## src/rtl/ber_run_ctrl.sv

```systemverilog
// ber_run_ctrl: sequences one bit-error-rate measurement run over the
// PRBS31 TX/channel/noise/DFE/RX/checker chain. Each run flushes the chain
// in reset, lets it warm up, snapshots the checker counters, then measures
// a window of bits. The window ends on completion, stall timeout, abort or
// (optionally) an error-count early stop.
//
// Optional feature: define BER_EARLY_STOP_EN to stop a run early once the
// window error count reaches a non-zero max_errors.
//
// Ports
//   clk, rst                   single clock, synchronous active-high reset
//   start, abort               run request (IDLE only) / terminate run
//   measure_bits, max_errors   window length and early-stop threshold,
//                              both latched on an accepted start
//   total_bits,                running counters from the PRBS31 checker
//   total_bit_errors
//   chain_en, chain_rstn       enable / active-low reset to the chain
//   busy, done                 run in progress / one-cycle end-of-run pulse
//   result_bits,               bits and errors counted in the window
//   result_errors
//   status                     0 complete, 1 timeout, 2 abort, 3 early stop
//
// state   | meaning
// --------+----------------------------------------------------------
// IDLE    | chain held in reset, waiting for start
// FLUSH   | chain in reset for FLUSH_CYCLES
// WARMUP  | chain running for WARMUP_CYCLES so pipelines/DFE settle
// ARM     | one cycle, capture checker baselines
// MEASURE | results track counter deltas until the run ends
// DONE    | one cycle, done pulse, chain frozen (en=0, rstn=1)

module ber_run_ctrl #(
   parameter int FLUSH_CYCLES   = 8,
   parameter int WARMUP_CYCLES  = 256,
   parameter int TIMEOUT_CYCLES = 1024
) (
   input  logic        clk,
   input  logic        rst,
   input  logic        start,
   input  logic        abort,
   input  logic [31:0] measure_bits,
   input  logic [31:0] max_errors,
   input  logic [31:0] total_bits,
   input  logic [31:0] total_bit_errors,
   output logic        chain_en,
   output logic        chain_rstn,
   output logic        busy,
   output logic        done,
   output logic [31:0] result_bits,
   output logic [31:0] result_errors,
   output logic [1:0]  status
);

   typedef enum logic [2:0] {
      S_IDLE, S_FLUSH, S_WARMUP, S_ARM, S_MEASURE, S_DONE
   } state_t;

   localparam logic [1:0] ST_COMPLETE = 2'd0;
   localparam logic [1:0] ST_TIMEOUT  = 2'd1;
   localparam logic [1:0] ST_ABORT    = 2'd2;
   localparam logic [1:0] ST_EARLY    = 2'd3;

   localparam int PH_MAX  = (FLUSH_CYCLES > WARMUP_CYCLES) ? FLUSH_CYCLES : WARMUP_CYCLES;
   localparam int TMR_W   = $clog2(PH_MAX + 1);
   localparam int STALL_W = $clog2(TIMEOUT_CYCLES + 1);

   localparam logic [TMR_W-1:0]   FLUSH_LOAD = TMR_W'(FLUSH_CYCLES - 1);
   localparam logic [TMR_W-1:0]   WARM_LOAD  = TMR_W'(WARMUP_CYCLES - 1);
   localparam logic [STALL_W-1:0] STALL_LOAD = STALL_W'(TIMEOUT_CYCLES - 1);

   state_t               state, state_nx;
   logic [1:0]           end_status;
   logic [TMR_W-1:0]     ph_tmr;
   logic [STALL_W-1:0]   stall_tmr;
   logic [31:0]          prev_bits;
   logic [31:0]          meas_len;
   logic [31:0]          base_bits;
   logic [31:0]          base_err;
   logic                 bits_moved;
   logic                 stall_watch;
   logic                 stall_hit;
   logic                 early_hit;
   logic                 state_change;

   assign bits_moved   = (total_bits != prev_bits);
   assign stall_watch  = (state == S_WARMUP) || (state == S_MEASURE);
   assign stall_hit    = stall_watch && (stall_tmr == '0) && !bits_moved;
   assign state_change = (state_nx != state);

`ifdef BER_EARLY_STOP_EN
   logic [31:0] max_err;

   always_ff @(posedge clk) begin
      if (rst)
         max_err <= '0;
      else if (state == S_IDLE && start)
         max_err <= max_errors;
   end

   // A zero threshold disables early stop.
   assign early_hit = (max_err != '0) && (result_errors >= max_err);
`else
   logic unused_max_errors;
   assign unused_max_errors = ^max_errors;
   assign early_hit         = 1'b0;
`endif

   always_ff @(posedge clk) begin
      if (rst)
         state <= S_IDLE;
      else
         state <= state_nx;
   end

   always_comb begin
      state_nx   = state;
      end_status = ST_COMPLETE;
      case (state)
         S_IDLE:
            if (start) state_nx = S_FLUSH;
         S_FLUSH:
            if (abort) begin
               state_nx   = S_DONE;
               end_status = ST_ABORT;
            end else if (ph_tmr == '0) begin
               state_nx = S_WARMUP;
            end
         S_WARMUP:
            if (abort) begin
               state_nx   = S_DONE;
               end_status = ST_ABORT;
            end else if (stall_hit) begin
               state_nx   = S_DONE;
               end_status = ST_TIMEOUT;
            end else if (ph_tmr == '0) begin
               state_nx = S_ARM;
            end
         S_ARM:
            if (abort) begin
               state_nx   = S_DONE;
               end_status = ST_ABORT;
            end else begin
               state_nx = S_MEASURE;
            end
         S_MEASURE:
            if (abort) begin
               state_nx   = S_DONE;
               end_status = ST_ABORT;
            end else if (stall_hit) begin
               state_nx   = S_DONE;
               end_status = ST_TIMEOUT;
            end else if (early_hit) begin
               state_nx   = S_DONE;
               end_status = ST_EARLY;
            end else if (result_bits >= meas_len) begin
               state_nx = S_DONE;
            end
         S_DONE:
            state_nx = S_IDLE;
         default:
            state_nx = S_IDLE;
      endcase
   end

   always_comb begin
      chain_en   = 1'b0;
      chain_rstn = 1'b0;
      busy       = 1'b1;
      done       = 1'b0;
      case (state)
         S_IDLE:
            busy = 1'b0;
         S_FLUSH: ;
         S_WARMUP, S_ARM, S_MEASURE: begin
            chain_en   = 1'b1;
            chain_rstn = 1'b1;
         end
         S_DONE: begin
            chain_rstn = 1'b1;
            done       = 1'b1;
         end
         default:
            busy = 1'b0;
      endcase
   end

   always_ff @(posedge clk) begin
      if (rst) begin
         ph_tmr    <= '0;
         stall_tmr <= STALL_LOAD;
         prev_bits <= '0;
      end else begin
         prev_bits <= total_bits;

         if (state_change && state_nx == S_FLUSH)
            ph_tmr <= FLUSH_LOAD;
         else if (state_change && state_nx == S_WARMUP)
            ph_tmr <= WARM_LOAD;
         else if (ph_tmr != '0)
            ph_tmr <= ph_tmr - TMR_W'(1);

         if (state_change || bits_moved || !stall_watch)
            stall_tmr <= STALL_LOAD;
         else if (stall_tmr != '0)
            stall_tmr <= stall_tmr - STALL_W'(1);
      end
   end

   // Results only update while the run continues, so the values seen at
   // DONE are the ones that satisfied (or were current at) the exit.
   always_ff @(posedge clk) begin
      if (rst) begin
         meas_len      <= '0;
         base_bits     <= '0;
         base_err      <= '0;
         result_bits   <= '0;
         result_errors <= '0;
         status        <= ST_COMPLETE;
      end else begin
         if (state == S_IDLE && start) begin
            meas_len      <= measure_bits;
            result_bits   <= '0;
            result_errors <= '0;
            status        <= ST_COMPLETE;
         end
         if (state == S_ARM) begin
            base_bits <= total_bits;
            base_err  <= total_bit_errors;
         end
         // Modulo-2^32 deltas stay correct across checker counter wrap.
         if (state == S_MEASURE && state_nx == S_MEASURE) begin
            result_bits   <= total_bits - base_bits;
            result_errors <= total_bit_errors - base_err;
         end
         if (state_change && state_nx == S_DONE)
            status <= end_status;
      end
   end

endmodule

```

## config.mk

```make
export PLATFORM = sky130hd
export DESIGN_NAME = ber_run_ctrl
export DESIGN_NICKNAME = d
export VERILOG_FILES = /design/src/rtl/ber_run_ctrl.sv
export SDC_FILE = /design/constraint.sdc
export NUM_CORES = 1
export LEC_CHECK = 0
export CAP_MARGIN = 25
export CELL_PAD_IN_SITES_DETAIL_PLACEMENT = 2
export CELL_PAD_IN_SITES_GLOBAL_PLACEMENT = 2
export CORE_MARGIN = 2
export CORE_UTILIZATION = 31
export CTS_CLUSTER_DIAMETER = 150
export DETAILED_ROUTE_END_ITERATION = 6
export GPL_TIMING_DRIVEN = 0
export PLACE_DENSITY_LB_ADDON = 0.2
export SYNTH_ARGS = -nofsm -noshare
export SYNTH_HDL_FRONTEND = slang
export SYNTH_SLANG_ARGS = --single-unit
```

## constraint.sdc

```tcl
create_clock -name clk -period 3.5 [get_ports clk]
set_input_delay 0.35 -clock clk [delete_from_list [all_inputs] [get_ports clk]]
set_output_delay 0.35 -clock clk [all_outputs]
set_load 0.01 [all_outputs]
```

### Word-level counts from Yosys, hierarchy flattened

Index checks and enable logic that the tools add are counted.

* flip-flop bits (word level): 217
* bits of input ports: 132
* output and inout port bits: 70

* add/sub/neg operators: 4
* magnitude comparators: 1
* equality and inequality tests: 11
* multiplexer cells: 27
* reduce and logical (&&, ||, !) cells: 29

Operators by type and width (count)
* $mux W32: 3
* $sub A32 B32 Y32: 2
* $ge A32 B32 Y1: 1
* $ne A32 B32 Y1: 1
* $mux W3: 10
* $mux W8: 2
* $pmux W3 S5: 1
* $eq A3 B3 Y1 const B: 4
* $logic_not A11 Y1: 1
* $reduce_bool A11 Y1: 1
* $sub A11 B1 Y11 const B: 1
* $eq A3 B2 Y1 const B: 3
* $logic_not A9 Y1: 1
* $reduce_bool A9 Y1: 1
* $sub A9 B1 Y9 const B: 1
* $mux W2: 4
* $reduce_or A2 Y1: 4
* $logic_and A1 B1 Y1: 7
* $eq A3 B1 Y1 const B: 2
* $mux W1: 6
* $reduce_bool A2 Y1: 3
* $reduce_or A3 Y1: 2
* $reduce_or A5 Y1: 1
* $pmux W2 S2: 1
* other kinds (6): 9

### Logic depth before layout (Yosys ltp)

Gate-level depths: netlist of the first run.

* depth after elaboration: 11
* gate-level depth with buffers: 13

### Worst setup path after synthesis of the first run

No wires, ideal clock.

* path type: input to register
* from: input total_bits[0]
* to: register result_bits[28]
* library setup time: 0.117 ns
* arrival time: 3.112 ns
* required time: 3.383 ns
* path slack: 0.271 ns
* cell stages on the path: 13
* cells stage by stage: inv_1 -> ha_1 -> inv_1 -> fa_1 -> a21o_1 -> a221o_1 -> o21ai_0 -> o2111a_1 -> nor4_1 -> o311ai_0 -> a31oi_1 -> or3_1 -> a32o_1

* longest elaborated chain between the ends: 9
* elaborated cells between the ends (all ways): 13

RTL lines
* start, declared: RTL line 43 `input logic [31:0] total_bits,`
* $ne A32 B32 Y1: RTL line 85 `assign bits_moved = (total_bits != prev_bits);`
* $logic_not A1 Y1: RTL line 87 `assign stall_hit = stall_watch && (stall_tmr == '0) && !bits_moved;`
* $logic_and A1 B1 Y1: RTL line 87
* $mux W3 (on tied branches): RTL line 149, 132
* $mux W3 (on tied branches): RTL line 146, 129
* $pmux W3 S5: RTL line 118 `case (state)`
* $eq A3 B3 Y1: RTL line 231 `if (state == S_MEASURE && state_nx == S_MEASURE) begin`
* $logic_and A1 B1 Y1: RTL line 231
* $mux W32 or $reduce_bool A2 Y1 (tied branches)
* end signal, assigned: RTL line 232 `result_bits <= total_bits - base_bits;`
* end, declared: RTL line 49 `output logic [31:0] result_bits,`

Several ways; a longest one is shown, not always the timed one.
A chain may end at the register's enable or synchronous reset.

### Worst setup path after layout of the first run

* from: register stall_tmr[4]
* to: register stall_tmr[10]

* longest elaborated chain between the ends: 10
* elaborated cells between the ends (all ways): 14

RTL lines
* start, declared: RTL line 74 `logic [STALL_W-1:0] stall_tmr;`
* start signal, assigned: RTL line 205 `stall_tmr <= stall_tmr - STALL_W'(1);`
* $logic_not A11 Y1: RTL line 87
* $logic_and A1 B1 Y1 (2 in series): RTL line 87
* $mux W3 (on tied branches): RTL line 149, 132
* $mux W3 (on tied branches): RTL line 146, 129
* $pmux W3 S5: RTL line 118
* $ne A3 B3 Y1: RTL line 88 `assign state_change = (state_nx != state);`
* $logic_or A1 B1 Y1 (2 in series): RTL line 202 `if (state_change || bits_moved || !stall_watch)`
* $reduce_or A2 Y1 (no line)

Several ways; a longest one is shown, not always the timed one.

==> flow_summary.json, run 1 <==
{
  "outcome": "complete, no violations",
  "syn_area_per_cell_um2": 7.83,
  "synth_edf_count": 0,
  "synth_top_family_by_area": "simple AND/OR/NAND/NOR gates",
  "synth_fa_ha_area_frac": 0.105,
  "postRouteAntennaNets": 0,
  "htreeDepth": 1,
  "worst-setup-path-type": "flop to flop",
  "total_leakage_power_nw": 5.73,
  "dp_worst_setup_slack_ns": -0.875,
  "clk_latency_ns": 0.56,
  "drive_gt1_frac": 0.0508,
  "synth_cells": 1526,
  "cp_max_fo": 10,
  "maxSlewViolCount": 0,
  "final.setup.worst_slack_ns": 0.121,
  "path_clk_slew_ns": 0.06,
  "grt_pass1_wl_um": 73500,
  "synth_xor_area_frac": 0.0682,
  "async_flop_share": 0,
  "via_per_inst": 5.15,
  "r2r_end": "stall_tmr[10]$_SDFFE_PP0P_",
  "drc": 0,
  "drt_iter0_drc": 301,
  "regArea_um2": 4340,
  "clock-root-buffer": "clkbuf_16",
  "rsz0062_at_grt": "no",
  "finalClockSkew_ns": 0.0121,
  "hold_path_end": "base_bits[0]$_SDFFE_PP0N_",
  "power.switching_w": 0.00267,
  "clock-sinks": 217,
  "fmax_mhz": 296,
  "die_w_um": 200,
  "nFillCells": 4363,
  "numPortBuffers": 168,
  "post-route-min-period_ns": 3.38,
  "timing.rr.start": "stall_tmr[4]$_SDFFE_PP1P_",
  "n_antenna_cell": 0,
  "synth_top_area_frac": 0.364,
  "coreArea_um2": 37800,
  "initial_core_util": 0.316,
  "grt-ovfl-total": 0,
  "power_frac_seq": 0.347,
  "ir_worst_vdd_v": 0.000405,
  "multi_input_area_um2": 6900,
  "cts-hold-fix-buffers": 0,
  "yosysTopAreaCell": "dfxtp_1",
  "syn_to_final_growth_pct": 29.0,
  "synth_cell_type_count": 66,
  "crit_path_end_kind": "flop",
  "final_hold_viol_count": 0,
  "synth_compound_area_frac": 0.190,
  "p_per_area_nw_per_um2": 526,
  "yosys-top-cells-area": "dfxtp_1, ha_1, nand2_1",
  "synth_seq_area_share": 0.364,
  "place_congestion": 0.823,
  "worstSetupStartpointType": "flop",
  "tightest_slew_ns": 0.987,
  "dp_hpwl_um": 36500,
  "clkPwrFrac": 0.384,
  "fin_nets": 1959,
  "synth_area_um2": 11900,
  "finalCritPeriodShare": 0.965,
  "hold_path.class": "input port to flop",
  "cts_buffers": 28,
  "ios": 202,
  "syn-num-nets": 1756,
  "yosysWarnings": 0,
  "min_from": "total_bits[0]",
  "p_sw_frac": 0.329,
  "synth_ff_type": "dfxtp_1",
  "gr-usage-all-layers": 0.233,
  "internal_power_w": 0.00544,
  "first_pass_iters": 5,
  "min_delay_path_depth": 3,
  "grt_max_degree": 14,
  "required_ns": 3.95,
  "pwr-share-comb": 0.269,
  "fp.dieArea_um2": 40100,
  "crit_start": "stall_tmr[4]$_SDFFE_PP1P_",
  "cts_buffer_depth": 3,
  "synth-seq-cells": 217,
  "std_cell_rows": 71,
  "crit_arrival_ns": 3.83,
  "synth_mux_area_frac": 0.00168,
  "setup_viol": 0,
  "r2r_slack_ns": 0.12,
  "synth-simple-area-share": 0.207,
  "max_slew_margin": 0.342,
  "cts_tree": "built",
  "wl_um": 46900,
  "fin_total_pwr_w": 0.00811,
  "antenna_found_initial": 6,
  "wl_per_cell_um": 20.7,
  "cap_violations": 0,
  "finalSetupTns_ns": 0,
  "die_y_um": 200,
  "r2r_cells": 12,
  "grt_pass1_vias": 13000,
  "num_vias": 11700
}
-- how the worst max path moves through the flow --
stage	end	slack (ns)
detailed placement	result_bits[28]$_SDFFE_PP0P_	-0.88
CTS	result_errors[29]$_SDFFE_PP0P_	0.03
finish	stall_tmr[10]$_SDFFE_PP0P_	0.12
floorplan	result_bits[28]$_SDFFE_PP0P_	0.27
global route	stall_tmr[10]$_SDFFE_PP0P_	0.005
global placement	result_bits[28]$_SDFFE_PP0P_	-0.76
-- registers in the layout, summed over array words and instances, names as in the netlist --
register       flops
state              3
meas_len          32
status             2
result_errors     32
prev_bits         32
base_bits         32
result_bits       32
stall_tmr         11
base_err          32
ph_tmr             9
-- kinds of logic (layout without fill, tap and decap cells) --
logic type,Yosys count,count (layout)
DFF,217,217
muxes,2,2
AOI/OAI and AO/OA,376,376
buffers and inverters,198,423
adders and majority gates,99,99
xor gates and xnor gates,93,93
and+or+nand+nor,541,541
-- timing repair --
action / in CTS / in global routing
setup endpoints to repair: 74 / 48
buffers inserted: 3 / 1
pin swaps: 1 / 1
gates resized for setup: 10 / 12
-- synth_stat cells (all sizes together), types with 7 or more instances --
cell	count
or4	7
buf	13
o211ai	11
or3	10
nor2b	36
clkbuf	56
nand2	257
nand2b	14
nor4	14
o21a	7
xnor2	55
a21oi	166
nor2	103
o21ai	60
nand4	10
nand3	31
dfxtp	217
a31oi	42
inv	129
nor3	21
and2	7
a211oi	12
ha	96
xor2	38
and3	12
a21o	26
-- cells in the final DEF (no fill, tap or decap), drive strengths merged, types with 11 or more instances in the layout --
master	count
nand2	257
clkdlybuf4s50	167
and3	12
nand2b	14
nor3	21
a31oi	42
inv	129
o21ai	60
nor2	103
xor2	38
dfxtp	217
a21o	26
clkbuf	98
nor2b	36
o211ai	11
nand3	31
buf	19
a211oi	12
ha	96
a21oi	166
xnor2	55
nor4	14
-- layout make-up --
class,count,share of cell area
multi-input cells,1111,0.448
flip-flops and latches,217,0.282
repair buffers,174,0.113
clock buffers,43,0.0570
well taps,511,0.0415
inverters,129,0.0314
plain buffers,68,0.0186
clock inverters,9,0.00812
-- stage by stage --
| step | std cells | util | hold slack (ns) | cell area (um^2) |
|---|---|---|---|---|
| after global placement | 2205 | 0.377 | 0.442 | 14300 |
| final | 2262 | 0.407 | 0.154 | 15400 |
| after CTS | 2261 | 0.405 | 0.245 | 15300 |
| after detailed placement | 2206 | 0.377 | 0.451 | 14300 |
| after floorplan | 1526 | - | 0.436 | 11900 |
| after global routing | 2262 | 0.407 | 0.168 | 15400 |
-- per-layer routing --
metal	vias to the layer above	GRT usage	routed length (um)
met5	-	0	54
met4	10	0.0741	1410
met3	83	0.0486	2540
met2	216	0.418	23000
met1	5735	0.276	19800
li1	5610	-	-
-- power groups by stage --
stage	Sequential, W	Clock [W]	Combinational [W]
finish	0.00281	0.00311	0.00218
floorplan	0.00283	0	0.00129
global placement	0.00285	0	0.00207
detailed placement	0.00286	0	0.00215
CTS	0.00281	0.00320	0.00220
global route	0.00284	0.00327	0.00245
-- critical path, cell delays in order, from the launching register on --
cell and delay [ns]:
dfxtp_1 0.33, or4_1 0.55, or2_1 0.25, or4_1 0.47, buf_2 0.18, nor4_4 0.27
buf_4 0.19, or2_1 0.17, nor4_1 0.06, a31oi_1 0.28, a21oi_2 0.16, buf_6 0.17
and3_1 0.18
Power figures use the tool's default switching activity.
==> inputs of run 2 (changes only) <==
--- a/config.mk
+++ b/config.mk
@@ -12,7 +12,6 @@
 export CORE_UTILIZATION = 31
 export CTS_CLUSTER_DIAMETER = 150
 export DETAILED_ROUTE_END_ITERATION = 6
-export GPL_TIMING_DRIVEN = 0
 export PLACE_DENSITY_LB_ADDON = 0.2
 export SYNTH_ARGS = -nofsm -noshare
 export SYNTH_HDL_FRONTEND = slang
==> flow_summary.json, run 2 (synthesis gave the netlist of run 1 again) <==
{
  "holdWs_ns": 0.239,
  "drive_gt1_frac": 0.0896,
  "antenna_found_initial": 3,
  "final_common_cell": "nand2_1",
  "clock-sinks": 217,
  "grt_max_degree": 75,
  "coreArea_um2": 37800,
  "post-route-min-period_ns": 3.35,
  "ir_worst_vdd_v": 0.000320,
  "fin_nets": 1984,
  "layout_common_cells": "nand2_1, dfxtp_1, clkdlybuf4s50_1",
  "postRouteAntennaNets": 0,
  "nFillCells": 4322,
  "crit_arrival_ns": 3.80,
  "setup_viol": 0,
  "clk_latency_ns": 0.57,
  "std_cell_rows": 71,
  "min_from": "rst",
  "first_pass_iters": 4,
  "fmax_mhz": 299,
  "die_w_um": 200,
  "die_y_um": 200,
  "fp.dieArea_um2": 40100,
  "fin_total_pwr_w": 0.00813,
  "endpoint": "result_bits[28]$_SDFFE_PP0P_",
  "r2r_slack_ns": 0.15,
  "crit_path_end_kind": "flop",
  "wl_per_cell_um": 20.0,
  "drc": 0,
  "finalClockSkew_ns": 0.0160,
  "syn_to_final_growth_pct": 32.1,
  "dp_hpwl_um": 33700,
  "cts_buffers": 28,
  "finalCritPeriodShare": 0.956,
  "cts-hold-fix-buffers": 0,
  "total_leakage_power_nw": 6.05,
  "hold_path.class": "input port to flop",
  "via_per_inst": 5.11,
  "regArea_um2": 4340,
  "grt_pass1_vias": 13000,
  "crit_start": "base_bits[0]$_SDFFE_PP0N_",
  "rsz0062_at_grt": "no",
  "tightest_slew_ns": 0.909,
  "max_slew_margin": 0.394,
  "numPortBuffers": 169,
  "r2r_end": "result_bits[28]$_SDFFE_PP0P_",
  "worstSetupStartpointType": "flop",
  "multi_input_area_um2": 6860,
  "outcome": "complete, no violations",
  "required_ns": 3.95,
  "worst-setup-path-type": "flop to flop",
  "p_per_area_nw_per_um2": 515,
  "r2r_cells": 13,
  "cts_buffer_depth": 3,
  "drt_iter0_drc": 334,
  "gr-usage-all-layers": 0.225,
  "grt-ovfl-total": 0,
  "cp_max_fo": 2,
  "num_vias": 11700,
  "path_clk_slew_ns": 0.06,
  "htreeDepth": 1,
  "initial_core_util": 0.316,
  "clock-root-buffer": "clkbuf_16",
  "place_congestion": 0.815,
  "timing.rr.start": "base_bits[0]$_SDFFE_PP0N_",
  "ios": 202,
  "final_hold_viol_count": 0,
  "wl_um": 45700,
  "cts_tree": "built",
  "grt_pass1_wl_um": 72000,
  "maxSlewViolCount": 0,
  "cap_violations": 0
}
run 2: cell types whose count changed in the layout (fill, tap and decap cells not counted), moves of 3 or more:
cell | before | now
clkbuf_1 | 57 | 4
buf_2 | 8 | 0
o21ai_0 | 57 | 60
buf_4 | 7 | 94
clkbuf_8 | 10 | 7
buf_12 | 0 | 4
run 2: per-layer routing:
layer | track usage | vias up | routed length, um
met5 | 0 | - | 13
met4 | 0.0624 | 2 | 1270
met3 | 0.0456 | 65 | 1940
met2 | 0.422 | 174 | 23400
met1 | 0.257 | 5791 | 19000
li1 | - | 5653 | -
run 2: stage by stage:
| step | instance area, um^2 | utilization | setup slack [ns] | std cells | setup TNS, ns |
|---|---|---|---|---|---|
| finish | 15800 | 0.417 | 0.153 | 2287 | 0 |
| global route | 15800 | 0.417 | 0.0173 | 2286 | 0 |
| CTS | 15800 | 0.416 | 0.0500 | 2285 | 0 |
| detailed placement | 14800 | 0.391 | -0.351 | 2235 | -3.07 |
| global placement | 14800 | 0.391 | -0.208 | 2235 | -1.18 |
| floorplan | 11900 | - | 0.271 | 1526 | 0 |
run 2: worst max-delay path: stages (launching register included):
cell,delay (ns)
dfxtp_1,0.34
ha_1,0.17
inv_1,0.06
fa_1,0.40
a21o_1,0.20
a221o_1,0.34
o21ai_0,0.17
buf_4,0.15
o2111a_1,0.21
nor4_1,0.09
o311ai_0,0.37
a31oi_1,0.16
or3_1,0.33
a32o_1,0.24
run 2: where the power goes:
group          internal, W  switching [W]
Combinational     0.000946        0.00130
Sequential         0.00266       0.000142
Clock              0.00187        0.00121
Total              0.00548        0.00265
run 2: how the worst min path moves through the flow:
stage / slack [ns] / end / depth (start not counted)
floorplan: 0.44 / base_bits[10]$_SDFFE_PP0N_ / 2
global placement: 0.44 / base_err[29]$_SDFFE_PP0N_ / 2
detailed placement: 0.45 / base_err[29]$_SDFFE_PP0N_ / 2
CTS: 0.22 / prev_bits[20]$_SDFF_PP0_ / 2
global route: 0.26 / prev_bits[26]$_SDFF_PP0_ / 2
finish: 0.24 / prev_bits[14]$_SDFF_PP0_ / 2
run 2: cell type report:
cell class | count | area share
Antenna cell | 2 | 0.000317
Clock buffer | 40 | 0.0530
Clock inverter | 10 | 0.00833
Inverter | 129 | 0.0307
Multi-Input combinational cell | 1111 | 0.435
Sequential cell | 217 | 0.275
Tap cell | 511 | 0.0405
Timing Repair Buffer | 267 | 0.157
run 2: repair_timing:
action | CTS | global route
buffers inserted | 0 | 0
endpoints found under the hold margin | 0 | 0
gates resized for setup | 1 | 4
endpoints found under the setup margin | 2 | 14
cloned | 0 | 0
pin swaps | 0 | 0
==> inputs of run 3 (changes only) <==
--- a/config.mk
+++ b/config.mk
@@ -5,11 +5,12 @@
 export SDC_FILE = /design/constraint.sdc
 export NUM_CORES = 1
 export LEC_CHECK = 0
+export ABC_AREA = 1
 export CAP_MARGIN = 25
 export CELL_PAD_IN_SITES_DETAIL_PLACEMENT = 2
 export CELL_PAD_IN_SITES_GLOBAL_PLACEMENT = 2
 export CORE_MARGIN = 2
-export CORE_UTILIZATION = 31
+export CORE_UTILIZATION = 30
 export CTS_CLUSTER_DIAMETER = 150
 export DETAILED_ROUTE_END_ITERATION = 6
 export PLACE_DENSITY_LB_ADDON = 0.2
==> flow_summary.json, run 3 <==
{
  "post_cts_resized": 0,
  "synth_top_area_frac": 0.331,
  "final_hold_viol_count": 0,
  "clock-sinks": 217,
  "first_pass_iters": 4,
  "drt_iter0_drc": 508,
  "synth_cells": 1930,
  "wl_um": 50700,
  "final_common_cell": "nand2_1",
  "ios": 202,
  "path_clk_slew_ns": 0.06,
  "syn_to_final_growth_pct": 23.9,
  "fin_total_pwr_w": 0.00857,
  "via_per_inst": 5.04,
  "rsz0062_at_grt": "no",
  "async_flop_share": 0,
  "worst-setup-path-type": "flop to output pin",
  "fin_nets": 2306,
  "cts_buffer_depth": 3,
  "slowest_delay_ns": 0.53,
  "nFillCells": 5166,
  "wl_per_cell_um": 18.9,
  "synth_cell_type_count": 54,
  "clock-root-buffer": "clkbuf_16",
  "yosys-top-cells-area": "dfxtp_1, nand2_1, a21oi_1",
  "dp_worst_setup_slack_ns": 0.226,
  "min_from": "rst",
  "finalSetupTns_ns": 0,
  "r2r_slack_ns": 0.58,
  "synth-simple-area-share": 0.268,
  "max_slew_margin": 0.431,
  "htreeDepth": 1,
  "postRouteAntennaNets": 0,
  "finalClockSkew_ns": 0.0227,
  "total_leakage_power_nw": 6.64,
  "grt_max_degree": 101,
  "p_per_area_nw_per_um2": 527,
  "die_y_um": 213,
  "r2r_cells": 14,
  "cts-hold-fix-buffers": 0,
  "final.setup.worst_slack_ns": 0.507,
  "drive_gt1_frac": 0.0725,
  "die_w_um": 213,
  "r2r_end": "result_bits[29]$_SDFFE_PP0P_",
  "synth_top_family_by_area": "simple AND/OR/NAND/NOR gates",
  "gr-usage-all-layers": 0.225,
  "syn_area_per_cell_um2": 6.80,
  "crit_path_end_kind": "output pin",
  "grt_pass1_vias": 14600,
  "hold_path_end": "result_errors[31]$_SDFFE_PP0P_",
  "yosysMostFrequentCell": "nand2_1",
  "yosysTopAreaCell": "dfxtp_1",
  "post-route-min-period_ns": 2.99,
  "antenna_found_initial": 2,
  "crit_chain": "nor3_4 -> clkinv_1 -> buf_4 -> nand2_1 -> or2_2 -> clkdlybuf4s50_1",
  "worstSetupStartpointType": "flop",
  "min_delay_path_depth": 2,
  "yosysWarnings": 0,
  "synth_seq_area_share": 0.331,
  "crit_slowest_cell": "dfxtp_1",
  "finalCritPeriodShare": 0.855,
  "synth_area_um2": 13100,
  "synth_mux_area_frac": 0,
  "cts_tree": "built",
  "numPortBuffers": 169,
  "coreArea_um2": 43200,
  "grt_pass1_wl_um": 80600,
  "synth_xor_area_frac": 0.0160,
  "cap_violations": 0,
  "std_cell_rows": 76,
  "place_congestion": 0.880,
  "synth-seq-cells": 217,
  "grt-ovfl-total": 0,
  "clk_latency_ns": 0.57,
  "maxSlewViolCount": 0,
  "initial_core_util": 0.304,
  "required_ns": 3.15,
  "num_vias": 13500,
  "synth_compound_area_frac": 0.188,
  "setup_viol": 0,
  "synth_fa_ha_area_frac": 0.0945,
  "fp.dieArea_um2": 45500,
  "synth_ff_type": "dfxtp_1",
  "drc": 0,
  "crit_arrival_ns": 2.64,
  "fmax_mhz": 334,
  "ir_worst_vdd_v": 0.000300,
  "hold_path.class": "input port to flop",
  "cts_buffers": 27,
  "cp_max_fo": 63,
  "synth_common_cells": "nand2_1, inv_1, a21oi_1",
  "tightest_slew_ns": 0.853,
  "dp_hpwl_um": 38700,
  "final_util": 0.377,
  "layout_common_cells": "nand2_1, inv_1, a21oi_1",
  "outcome": "complete, no violations",
  "timing.rr.start": "result_bits[11]$_SDFFE_PP0P_",
  "syn-num-nets": 2160,
  "synth_edf_count": 0,
  "post_cts_buffers": 0
}
==> run 3: final cells by class <==
cell class                 count  area, um^2  area share
sequential                   217        4340       0.267
inverter                     272        1020      0.0629
timing repair buffer         180        1810       0.111
clock buffer                  42         792      0.0487
multi-input combinational   1378        7460       0.459
antenna                        2        5.00    0.000308
clock inverter                 8        97.6     0.00600
tap                          585         732      0.0450
==> run 3: critical path, delay by kind of cell, from the launching register on <==
family / cells / cell delay (ns)
buf+inv: 3 / 1.02
flops: 1 / 0.53
simple gates: 3 / 0.54
==> run 3: cells by family after synthesis <==
| logic type | after synthesis |
|---|---|
| XOR/XNOR | 24 |
| buffers and inverters | 335 |
| AND/OR/NAND/NOR | 796 |
| AO/OA/AOI/OAI | 460 |
| adder cells (fa/ha/maj) | 98 |
| flip-flops | 217 |
==> run 3: worst max path at each step <==
stage | startpoint | end | cells after the start
2_1_floorplan | total_bits[0] | result_bits[24]$_SDFFE_PP0P_ | 15
3_3_place_gp | total_bits[28] | result_bits[28]$_SDFFE_PP0P_ | 17
3_5_place_dp | total_bits[28] | result_bits[28]$_SDFFE_PP0P_ | 17
4_1_cts | state[2]$_SDFF_PP0_ | chain_rstn | 6
5_1_grt | ph_tmr[0]$_SDFFE_PP0P_ | result_bits[29]$_SDFFE_PP0P_ | 13
6_report | state[2]$_SDFF_PP0_ | chain_rstn | 6
==> run 3: where the power goes <==
part           total, W  internal (W)  switching [W]
registers       0.00292       0.00275       0.000178
logic           0.00277      0.000998        0.00177
clock network   0.00288       0.00170        0.00118
total           0.00857       0.00544        0.00313
==> run 3: metal layers <==
layer / share of wire / GRT usage / vias up
li1: - / - / 6619
met1: 0.46 / 0.288 / 6638
met2: 0.47 / 0.386 / 205
met3: 0.047 / 0.0403 / 61
met4: 0.024 / 0.0623 / 0
met5: 0 / 0 / -
==> run 3: per-stage QoR <==
stage | std cells | cell area [um^2] | hold slack [ns]
after floorplan | 1930 | 13100 | 0.423
after detailed placement | 2632 | 15400 | 0.450
after global routing | 2682 | 16300 | 0.346
after CTS | 2682 | 16300 | 0.309
final | 2684 | 16300 | 0.330
after global placement | 2632 | 15400 | 0.440
